### src/rtl/hazard_stall_ctrl_if.sv
// ---------------------------------------------------------------------------
// hazard_stall_ctrl_if
//   Bundle between the pipeline datapath and the hazard/stall sequencer.
//   master : pipeline side. It drives the hazard sources and receives the
//            stage enables and flushes.
//   slave  : sequencer side (hazard_stall_ctrl).
//   Hazard sources : id_rs1, id_rs2, id_use_rs1, id_use_rs2, ex_memRead,
//                    ex_rd, ex_branch_taken, mem_req, mem_ready
//   Stage controls : pc_write, if_id_write, if_id_flush, id_ex_write,
//                    id_ex_flush, ex_mem_write, mem_wb_flush, mem_timeout
//   HAZARD_PERF_CNT_EN : when defined, adds the CNT_W parameter and the
//                        stall_cycles / flush_cycles counters.
// ---------------------------------------------------------------------------
interface hazard_stall_ctrl_if
`ifdef HAZARD_PERF_CNT_EN
  #(parameter int CNT_W = 32)
`endif
  ;
  logic [4:0] id_rs1;
  logic [4:0] id_rs2;
  logic       id_use_rs1;
  logic       id_use_rs2;
  logic       ex_memRead;
  logic [4:0] ex_rd;
  logic       ex_branch_taken;
  logic       mem_req;
  logic       mem_ready;
  logic       pc_write;
  logic       if_id_write;
  logic       if_id_flush;
  logic       id_ex_write;
  logic       id_ex_flush;
  logic       ex_mem_write;
  logic       mem_wb_flush;
  logic       mem_timeout;
`ifdef HAZARD_PERF_CNT_EN
  logic [CNT_W-1:0] stall_cycles;
  logic [CNT_W-1:0] flush_cycles;
`endif

  modport master (
    output id_rs1, id_rs2, id_use_rs1, id_use_rs2, ex_memRead, ex_rd,
           ex_branch_taken, mem_req, mem_ready,
    input  pc_write, if_id_write, if_id_flush, id_ex_write, id_ex_flush,
           ex_mem_write, mem_wb_flush, mem_timeout
`ifdef HAZARD_PERF_CNT_EN
    , input stall_cycles, flush_cycles
`endif
  );

  modport slave (
    input  id_rs1, id_rs2, id_use_rs1, id_use_rs2, ex_memRead, ex_rd,
           ex_branch_taken, mem_req, mem_ready,
    output pc_write, if_id_write, if_id_flush, id_ex_write, id_ex_flush,
           ex_mem_write, mem_wb_flush, mem_timeout
`ifdef HAZARD_PERF_CNT_EN
    , output stall_cycles, flush_cycles
`endif
  );
endinterface

### src/rtl/hazard_stall_ctrl.sv
// ---------------------------------------------------------------------------
// hazard_stall_ctrl
//   Central stall/flush sequencer for the 5-stage pipeline. It resolves three
//   kinds of event:
//   - data-memory waits, which hold the whole front of the pipe
//   - taken-branch redirects, which flush IF_ID and ID_EX
//   - load-use hazards, which insert one bubble into ID_EX
//   If a memory wait runs too long, the sequencer raises a sticky timeout
//   fault.
//   Ports:
//     clk : pipeline clock
//     rst : synchronous, active-high reset. While rst is high, every stage
//           enable is forced low and every flush is forced high.
//     bus : hazard_stall_ctrl_if.slave (hazard sources in, stage controls out)
//   Parameters:
//     MEM_TIMEOUT : the maximum number of consecutive MEM wait cycles before
//                   the fault is raised (>= 2)
//     CNT_W       : the width of the performance counters (HAZARD_PERF_CNT_EN
//                   builds only)
//   HAZARD_PERF_CNT_EN : when defined, adds the saturating stall_cycles and
//                        flush_cycles counters.
//   The stage controls are combinational from the state and the inputs.
// ---------------------------------------------------------------------------
module hazard_stall_ctrl #(
  parameter int MEM_TIMEOUT = 16
`ifdef HAZARD_PERF_CNT_EN
  , parameter int CNT_W = 32
`endif
) (
  input logic               clk,
  input logic               rst,
  hazard_stall_ctrl_if.slave bus
);
  localparam int CW = $clog2(MEM_TIMEOUT);
  localparam logic [CW-1:0] CNT_LAST_C = CW'(MEM_TIMEOUT - 1);
  localparam logic [CW-1:0] CNT_ONE_C  = CW'(1);
  localparam logic [CW-1:0] CNT_ZERO_C = {CW{1'b0}};

  typedef enum logic [1:0] {
    ST_RUN   = 2'd0,
    ST_WAIT  = 2'd1,
    ST_FAULT = 2'd2
  } state_t;

  state_t        state_r;
  state_t        state_nxt_s;
  logic [CW-1:0] wait_cnt_r;
  logic [CW-1:0] wait_cnt_nxt_s;
  logic          mem_timeout_r;
  logic          mem_timeout_nxt_s;

  logic mem_wait_s;
  logic load_use_s;
  logic redirect_s;
  logic pc_write_s;
  logic if_id_write_s;
  logic if_id_flush_s;
  logic id_ex_write_s;
  logic id_ex_flush_s;
  logic ex_mem_write_s;
  logic mem_wb_flush_s;

  assign mem_wait_s = bus.mem_req & ~bus.mem_ready;

  // A load that writes x0 never creates a hazard, so rd == 0 is excluded.
  assign load_use_s = bus.ex_memRead & (bus.ex_rd != 5'd0) &
                      ((bus.id_use_rs1 & (bus.id_rs1 == bus.ex_rd)) |
                       (bus.id_use_rs2 & (bus.id_rs2 == bus.ex_rd)));

  // A redirect is effective only when nothing with a higher priority owns the cycle.
  assign redirect_s = ~rst & (state_r != ST_FAULT) & ~mem_wait_s & bus.ex_branch_taken;

  // State register: FSM state, wait counter and the sticky timeout flag.
  always_ff @(posedge clk) begin
    if (rst) begin
      state_r       <= ST_RUN;
      wait_cnt_r    <= CNT_ZERO_C;
      mem_timeout_r <= 1'b0;
    end else begin
      state_r       <= state_nxt_s;
      wait_cnt_r    <= wait_cnt_nxt_s;
      mem_timeout_r <= mem_timeout_nxt_s;
    end
  end

  // Next-state logic: track consecutive memory-wait cycles and detect the timeout.
  always_comb begin
    state_nxt_s       = state_r;
    wait_cnt_nxt_s    = wait_cnt_r;
    mem_timeout_nxt_s = mem_timeout_r;
    case (state_r)
      ST_RUN: begin
        if (mem_wait_s) begin
          state_nxt_s    = ST_WAIT;
          wait_cnt_nxt_s = CNT_ONE_C;
        end else begin
          state_nxt_s    = ST_RUN;
          wait_cnt_nxt_s = CNT_ZERO_C;
        end
      end
      ST_WAIT: begin
        if (mem_wait_s) begin
          if (wait_cnt_r == CNT_LAST_C) begin
            state_nxt_s       = ST_FAULT;
            mem_timeout_nxt_s = 1'b1;
          end else begin
            state_nxt_s    = ST_WAIT;
            wait_cnt_nxt_s = wait_cnt_r + CNT_ONE_C;
          end
        end else begin
          state_nxt_s    = ST_RUN;
          wait_cnt_nxt_s = CNT_ZERO_C;
        end
      end
      ST_FAULT: begin
        state_nxt_s       = ST_FAULT;
        mem_timeout_nxt_s = 1'b1;
      end
      default: begin
        state_nxt_s    = ST_RUN;
        wait_cnt_nxt_s = CNT_ZERO_C;
      end
    endcase
  end

  // Output logic, in priority order: reset/fault, mem wait, redirect, load-use.
  // RUN and WAIT share one decode, because a released wait behaves like RUN.
  always_comb begin
    pc_write_s     = 1'b1;
    if_id_write_s  = 1'b1;
    if_id_flush_s  = 1'b0;
    id_ex_write_s  = 1'b1;
    id_ex_flush_s  = 1'b0;
    ex_mem_write_s = 1'b1;
    mem_wb_flush_s = 1'b0;
    if (rst || (state_r == ST_FAULT)) begin
      pc_write_s     = 1'b0;
      if_id_write_s  = 1'b0;
      if_id_flush_s  = 1'b1;
      id_ex_write_s  = 1'b0;
      id_ex_flush_s  = 1'b1;
      ex_mem_write_s = 1'b0;
      mem_wb_flush_s = 1'b1;
    end else if (mem_wait_s) begin
      // Hold PC..EX_MEM so that EX is re-evaluated when the access completes.
      pc_write_s     = 1'b0;
      if_id_write_s  = 1'b0;
      id_ex_write_s  = 1'b0;
      ex_mem_write_s = 1'b0;
      mem_wb_flush_s = 1'b1;
    end else if (bus.ex_branch_taken) begin
      if_id_flush_s = 1'b1;
      id_ex_flush_s = 1'b1;
    end else if (load_use_s) begin
      pc_write_s    = 1'b0;
      if_id_write_s = 1'b0;
      id_ex_flush_s = 1'b1;
    end else begin
      pc_write_s = 1'b1;
    end
  end

  assign bus.pc_write     = pc_write_s;
  assign bus.if_id_write  = if_id_write_s;
  assign bus.if_id_flush  = if_id_flush_s;
  assign bus.id_ex_write  = id_ex_write_s;
  assign bus.id_ex_flush  = id_ex_flush_s;
  assign bus.ex_mem_write = ex_mem_write_s;
  assign bus.mem_wb_flush = mem_wb_flush_s;
  assign bus.mem_timeout  = mem_timeout_r;

`ifdef HAZARD_PERF_CNT_EN
  localparam logic [CNT_W-1:0] PERF_MAX_C = {CNT_W{1'b1}};
  localparam logic [CNT_W-1:0] PERF_ONE_C = CNT_W'(1);

  logic [CNT_W-1:0] stall_cycles_r;
  logic [CNT_W-1:0] flush_cycles_r;

  // Performance counters: saturating, and frozen once the fault is latched.
  always_ff @(posedge clk) begin
    if (rst) begin
      stall_cycles_r <= {CNT_W{1'b0}};
      flush_cycles_r <= {CNT_W{1'b0}};
    end else if (state_r != ST_FAULT) begin
      if (!pc_write_s && (stall_cycles_r != PERF_MAX_C)) begin
        stall_cycles_r <= stall_cycles_r + PERF_ONE_C;
      end
      if (redirect_s && (flush_cycles_r != PERF_MAX_C)) begin
        flush_cycles_r <= flush_cycles_r + PERF_ONE_C;
      end
    end
  end

  assign bus.stall_cycles = stall_cycles_r;
  assign bus.flush_cycles = flush_cycles_r;
`else
  // Without counters, the redirect qualifier has no consumer.
  logic unused_s;
  assign unused_s = redirect_s;
`endif
endmodule

### src/flat_wrapper.sv
// flat-port wrapper written by rule: the top's interface ports become plain ports
module hazard_stall_ctrl_flat 
#(
  parameter int MEM_TIMEOUT = 16

)
  (clk, rst, bus_id_rs1, bus_id_rs2, bus_id_use_rs1, bus_id_use_rs2, bus_ex_memRead, bus_ex_rd, bus_ex_branch_taken, bus_mem_req, bus_mem_ready, bus_pc_write, bus_if_id_write, bus_if_id_flush, bus_id_ex_write, bus_id_ex_flush, bus_ex_mem_write, bus_mem_wb_flush, bus_mem_timeout);
  hazard_stall_ctrl_if bus_i ();
  input logic clk;
  input logic rst;
  input wire logic [$bits(bus_i.id_rs1)-1:0] bus_id_rs1;
  input wire logic [$bits(bus_i.id_rs2)-1:0] bus_id_rs2;
  input wire logic [$bits(bus_i.id_use_rs1)-1:0] bus_id_use_rs1;
  input wire logic [$bits(bus_i.id_use_rs2)-1:0] bus_id_use_rs2;
  input wire logic [$bits(bus_i.ex_memRead)-1:0] bus_ex_memRead;
  input wire logic [$bits(bus_i.ex_rd)-1:0] bus_ex_rd;
  input wire logic [$bits(bus_i.ex_branch_taken)-1:0] bus_ex_branch_taken;
  input wire logic [$bits(bus_i.mem_req)-1:0] bus_mem_req;
  input wire logic [$bits(bus_i.mem_ready)-1:0] bus_mem_ready;
  output wire logic [$bits(bus_i.pc_write)-1:0] bus_pc_write;
  output wire logic [$bits(bus_i.if_id_write)-1:0] bus_if_id_write;
  output wire logic [$bits(bus_i.if_id_flush)-1:0] bus_if_id_flush;
  output wire logic [$bits(bus_i.id_ex_write)-1:0] bus_id_ex_write;
  output wire logic [$bits(bus_i.id_ex_flush)-1:0] bus_id_ex_flush;
  output wire logic [$bits(bus_i.ex_mem_write)-1:0] bus_ex_mem_write;
  output wire logic [$bits(bus_i.mem_wb_flush)-1:0] bus_mem_wb_flush;
  output wire logic [$bits(bus_i.mem_timeout)-1:0] bus_mem_timeout;
  assign bus_i.id_rs1 = bus_id_rs1;
  assign bus_i.id_rs2 = bus_id_rs2;
  assign bus_i.id_use_rs1 = bus_id_use_rs1;
  assign bus_i.id_use_rs2 = bus_id_use_rs2;
  assign bus_i.ex_memRead = bus_ex_memRead;
  assign bus_i.ex_rd = bus_ex_rd;
  assign bus_i.ex_branch_taken = bus_ex_branch_taken;
  assign bus_i.mem_req = bus_mem_req;
  assign bus_i.mem_ready = bus_mem_ready;
  assign bus_pc_write = bus_i.pc_write;
  assign bus_if_id_write = bus_i.if_id_write;
  assign bus_if_id_flush = bus_i.if_id_flush;
  assign bus_id_ex_write = bus_i.id_ex_write;
  assign bus_id_ex_flush = bus_i.id_ex_flush;
  assign bus_ex_mem_write = bus_i.ex_mem_write;
  assign bus_mem_wb_flush = bus_i.mem_wb_flush;
  assign bus_mem_timeout = bus_i.mem_timeout;
  hazard_stall_ctrl #(.MEM_TIMEOUT(MEM_TIMEOUT)) u_core (.clk(clk), .rst(rst), .bus(bus_i));
endmodule
### config.mk
export PLATFORM = sky130hd
export DESIGN_NAME = hazard_stall_ctrl_flat
export DESIGN_NICKNAME = d
export VERILOG_FILES = /design/src/rtl/hazard_stall_ctrl_if.sv /design/src/rtl/hazard_stall_ctrl.sv /design/src/flat_wrapper.sv
export SDC_FILE = /design/constraint.sdc
export NUM_CORES = 1
export LEC_CHECK = 0
export CAP_MARGIN = 20
export CORE_ASPECT_RATIO = 0.9
export CORE_MARGIN = 2
export CORE_UTILIZATION = 40
export CTS_CLUSTER_SIZE = 10
export DETAILED_ROUTE_END_ITERATION = 8
export PLACE_DENSITY_LB_ADDON = 0.12
export SLEW_MARGIN = 10
export SYNTH_ARGS = -nofsm -noshare
export SYNTH_HDL_FRONTEND = slang
export SYNTH_SLANG_ARGS = --single-unit
### constraint.sdc
create_clock -name clk -period 4.1 [get_ports clk]
set_input_delay 0.82 -clock clk [delete_from_list [all_inputs] [get_ports clk]]
set_output_delay 0.82 -clock clk [all_outputs]
set_load 0.02 [all_outputs]
# Word-level counts from Yosys, hierarchy flattened
# Cells that the tools add are included.
# Widths: inputs -> output; s select.
[word_totals] out_inout_bits=8 input_bits=23 elab_cells=52 regBits=7
[classes] eq_ne=8 addsub=1 reduce_logical=6 n_bitwise=8 mux=26
[op_table] operator="$mux 1" n=19
[op_table] operator="$pmux 4 s3" n=1
[op_table] operator="$eq 5x5->1" n=2
[op_table] operator="$mux 4" n=2
[op_table] operator="$pmux 2 s3" n=1
[op_table] operator="$and 1x1->1" n=5
[op_table] operator="$reduce_bool 5->1" n=1
[op_table] operator="$add 4x1->4 const B" n=1
[op_table] operator="$eq 4x4->1 const B" n=1
[op_table] operator="$mux 2" n=2
[op_table] operator="$ne 2x1->1 const B" n=2
[op_table] operator="$ne 3x3->1 const B" n=1
[op_table] operator="$reduce_and 3->1" n=1
[op_table] operator="$eq 2x1->1 const B" n=1
[op_table] operator="$eq 2x2->1 const B" n=1
[op_table] operator="$logic_not 2->1" n=1
[op_table] operator="$not 1->1" n=2
[op_table] operator="$pmux 1 s2" n=1
[op_table] operator="$reduce_and 2->1" n=1
[op_table] operator="$reduce_bool 2->1" n=1
[op_table] operator="$logic_or 1x1->1" n=1
[op_table] operator="$or 1x1->1" n=1

# Longest topological paths before layout
[logic_depth] ltp_word=8 mapped_depth=6 mapped_depth_nobuf=5

# Worst setup path before layout
# No wires, ideal clock.
[synth_path] kind="input to output" startpoint="in bus_mem_req" endpoint="out bus_pc_write" slack_ns=1.153 stages=5 t_required_ns=3.280 arrival_time_ns=2.127 n_path_buf=1 cell_sequence="nor2b_2 or3_1 inv_1 o31a_1 buf_4"
[synth_via] elab_chain_cells=3
[synth_rtl] item="start, declared" line_no="flat_wrapper.sv:18" source="input wire logic [$bits(bus_i.mem_req)-1:0] bus_mem_req;"
[synth_rtl] item="$and 1x1->1" line_no="hazard_stall_ctrl.sv:63" source="assign mem_wait_s = bus.mem_req & ~bus.mem_ready;"
[synth_rtl] item="$mux 1 (2 in a row)"
[synth_rtl] item="end, declared" line_no="flat_wrapper.sv:20" source="output wire logic [$bits(bus_i.pc_write)-1:0] bus_pc_write;"
# No other way between the ends.

# Worst setup path after layout
[layout_path] startpoint="in bus_ex_rd[1]" endpoint="out bus_if_id_write"
[layout_via] elab_chain_cells=8 word_cells_on_any_way=12 cone_classes="2 x eq/ne; 4 x mux; 5 x bitwise; 1 x reduce/logical"
[layout_rtl] item="start, declared" line_no="flat_wrapper.sv:16" source="input wire logic [$bits(bus_i.ex_rd)-1:0] bus_ex_rd;"
[layout_rtl] item="$eq 5x5->1, on equally long branches" line_no="hazard_stall_ctrl.sv:67, hazard_stall_ctrl.sv:68"
[layout_rtl] item="$and 1x1->1, on equally long branches" line_no="hazard_stall_ctrl.sv:67, hazard_stall_ctrl.sv:68"
[layout_rtl] item="$or 1x1->1" line_no="hazard_stall_ctrl.sv:67" source="((bus.id_use_rs1 & (bus.id_rs1 == bus.ex_rd)) |"
[layout_rtl] item="$and 1x1->1 (*)" line_no="hazard_stall_ctrl.sv:66" source="assign load_use_s = bus.ex_memRead & (bus.ex_rd != 5'd0) &"
[layout_rtl] item="$mux 1 (*)" line_no="hazard_stall_ctrl.sv:154" source="end else if (load_use_s) begin"
[layout_rtl] item="$mux 1 (*)" line_no="hazard_stall_ctrl.sv:151" source="end else if (bus.ex_branch_taken) begin"
[layout_rtl] item="$mux 1 (*)" line_no="hazard_stall_ctrl.sv:144" source="end else if (mem_wait_s) begin"
[layout_rtl] item="$mux 1 (*)" line_no="hazard_stall_ctrl.sv:136" source="if (rst || (state_r == ST_FAULT)) begin"
[layout_rtl] item="end, declared" line_no="flat_wrapper.sv:21" source="output wire logic [$bits(bus_i.if_id_write)-1:0] bus_if_id_write;"
# Every way passes the cells marked *; elsewhere a longest branch is shown, timed or not.

==> flow_summary.toml <==
[finish]
diodes = 0
area_growth_pct = 57.1
regArea_um2 = 140
n_fill_cell = 117
multiInputGateArea_um2 = 412
drive_gt1_share_pct = 9.18
fin_nets = 127

[sta]
slew-limit-headroom_pct = 77.8
period_share_pct = 89.2
final.setup.tns_ps = 0
skew_ps = 5.73
finalSetupViolCount = 0
worst_slew_pin_slew_ps = 330
post-route-min-period_ps = 3660
fmax_mhz = 273
rsz0062_at_grt = "no"
whs_ps = 475
hold_viol_final = 0
drv_slew = 0

[drt]
drc_errors = 0
dr.pass1.iters = 4
ant_nets = 0
vias = 569
vias_per_cell = 5.08
avgRoutedWirePerCell_um = 14.8
drt_iter0_markers = 5
routed_wirelength_um = 1650

[global_route]
grt_max_degree = 8
overflow = 0
grt_antenna_before_repair = 0
grt_pass1_wl_um = 2700
grt_pass1_vias = 589
grtUsageTotal_pct = 22.1

[logic_synthesis]
avgSynthCellArea_um2 = 8.76
ys_warn_count = 0
synth_cells = 66
synth-seq-area-share_pct = 24.2
synth-xor-area-share_pct = 16.7
synthAdderAreaFrac_pct = 10.8
synth_compound_area_share_pct = 19.5
muxShareOfSynthArea_pct = 1.73
synthSimpleGateAreaFrac_pct = 22.5
syn_nets = 94
synth_seq_cells = 7
synth_top_family_by_area = "simple AND/OR/NAND/NOR gates"
ys_types = 33
synthesis.area_um2 = 578

[cts]
postCtsSetupRepairBufs = 0
cts_hold_buf = 0
cts_made_buffers = 3
cts_resized = 0
cts_max_level = 1
cts_tree = "yes"
clk_path_buf_depth = 2
insertion_delay_ps = 270
clk_pin_slew_worst_paths_ps = 60
root_buffer = "clkbuf_4"
clkSinkCount = 7

[critical_path]
cp.required_ps = 3280
startpoint_type = "primary input"
cpLargestDelayFamily = "buffers and inverters"
crit_top_cell = "clkdlybuf4s50_1"
critPathMaxStageDelay_ps = 540
crit_fanout = 3
crit_buf_inv = 2
timing.critical_path.cells = "clkdlybuf4s50_1 > xor2_1 > nor4_1 > a32oi_1 > o31a_1 > clkdlybuf4s50_1"
cp-end-kind = "primary output"
cp.arrival_ps = 2840
slowest_stage = "clkdlybuf4s50_1"
critPathKind = "in2out"

[die]
die_x_um = 44.1
row_count = 12
coreArea_um2 = 1290
die_area_um2 = 1770
initial_core_util_pct = 44.8
io_pins = 31
dieHeight_um = 40.1

[place]
routabilityCongestion = 0.773
hpwl_um = 1390
port_buffers = 30

[pwr]
peakVddDrop_v = 0.000152
p_leak_nw = 0.346
power.density_nw_per_um2 = 221

[outcome]
outcome = "completed"

[hold_path]
hold_class = "reg2reg"

[job]
drv_cap = 0
[layer usage]
metal / vias to the layer above / share of wire, % / GRT usage, %
li1: 300 / - / -
met1: 243 / 49 / 28.7
met2: 22 / 43 / 33.8
met3: 4 / 7.0 / 7.21
met4: 0 / 1.4 / 9.09
met5: - / 0 / 0
[tightest hold or removal path: cells and delay by family (launching register included)]
kind,cells,cell delay (ps)
flip-flops,1,330
AND/OR/NAND/NOR,1,70
AO/OA/AOI/OAI,1,40
[through the flow]
stage	setup WS [ps]	area [um2]	cells	power, mW	util [%]
floorplan	1150	578	66	0.0991	-
global placement	548	881	108	0.135	68.2
global route	355	908	112	0.213	70.3
CTS	472	908	112	0.202	70.3
detailed placement	481	881	108	0.136	68.2
finish	444	908	112	0.201	70.3
[cells in the final DEF (no fill, tap or decap)]
master and n:
a211o_1 1, a21bo_2 1, a21oi_1 6, a311oi_1 1
a31oi_2 1, a32oi_1 1, and2_0 1, and3_1 1
clkbuf_4 3, clkdlybuf4s50_1 30, clkinv_2 1, dfxtp_1 7
ha_1 5, inv_1 3, mux2i_1 1, nand2_1 1
nand2b_1 3, nand3_1 2, nand3b_1 1, nand4_1 1
nor2_1 3, nor2b_1 1, nor2b_2 1, nor4_1 2
nor4_2 1, o211ai_1 1, o21ai_0 1, o21ai_1 1
o21bai_1 1, o31a_1 1, or2_2 1, or3_1 1
or4_1 1, xnor2_1 3, xor2_1 8
[cells in the mapped netlist]
cell type | n | share of area [%]
xor2_1 | 8 | 12
dfxtp_1 | 7 | 24
a21oi_1 | 6 | 5.2
ha_1 | 5 | 11
inv_1 | 3 | 1.9
nand2b_1 | 3 | 3.2
nor2_1 | 3 | 1.9
xnor2_1 | 3 | 4.5
buf_4 | 2 | 2.6
nand3_1 | 2 | 1.7
nor4_1 | 2 | 2.2
a211o_1 | 1 | 1.5
a21bo_2 | 1 | 1.7
a311oi_1 | 1 | 1.5
a31oi_2 | 1 | 2.2
a32oi_1 | 1 | 1.5
and2_0 | 1 | 1.1
and3_1 | 1 | 1.1
mux2i_1 | 1 | 1.7
nand2_1 | 1 | 0.65
nand3b_1 | 1 | 1.3
nand4_1 | 1 | 1.1
nor2b_1 | 1 | 1.1
nor2b_2 | 1 | 1.5
nor4_2 | 1 | 2.2
o211ai_1 | 1 | 1.3
o21ai_0 | 1 | 0.86
o21ai_1 | 1 | 0.86
o21bai_1 | 1 | 1.3
o31a_1 | 1 | 1.5
or2_2 | 1 | 1.1
or3_1 | 1 | 1.1
or4_1 | 1 | 1.3
[cell families after synthesis]
logic type / after synthesis
fa+ha+maj: 5
simple gates: 21
compound gates: 16
xor+xnor: 11
mux: 1
buf+inv: 5
flops: 7
[path summary, 6_finish.rpt]
check	end	depth (start not counted)	slack, ps	start
hold reg to reg	u_core.bus.mem_timeout$_SDFFE_PP0P_	2	480	u_core.bus.mem_timeout$_SDFFE_PP0P_
setup reg to reg	u_core.wait_cnt_r[1]$_SDFFE_PP0P_	5	2580	u_core.wait_cnt_r[0]$_SDFFE_PP0P_
hold / removal	u_core.bus.mem_timeout$_SDFFE_PP0P_	2	480	u_core.bus.mem_timeout$_SDFFE_PP0P_
setup / recovery	bus_if_id_write	6	440	bus_ex_rd[1]
[power breakdown]
part	total (mW)	internal [mW]	switching, mW
Sequential	0.0706	0.0695	0.00112
Clock	0.0657	0.0359	0.0298
Combinational	0.0645	0.0374	0.0271
[registers in the layout, summed over array words and instances (netlist names)]
signal                  cells
u_core.wait_cnt_r           4
u_core.bus.mem_timeout      1
u_core.state_r              2
[area by class of cell]
type | instances | area share (%)
tap | 14 | 1.93
clock buffer | 3 | 2.48
sequential | 7 | 15.4
timing repair buffer | 30 | 33.1
clock inverter | 1 | 0.551
inverter | 3 | 1.24
multi-input combinational | 54 | 45.3
Power figures use the tool's default switching activity.
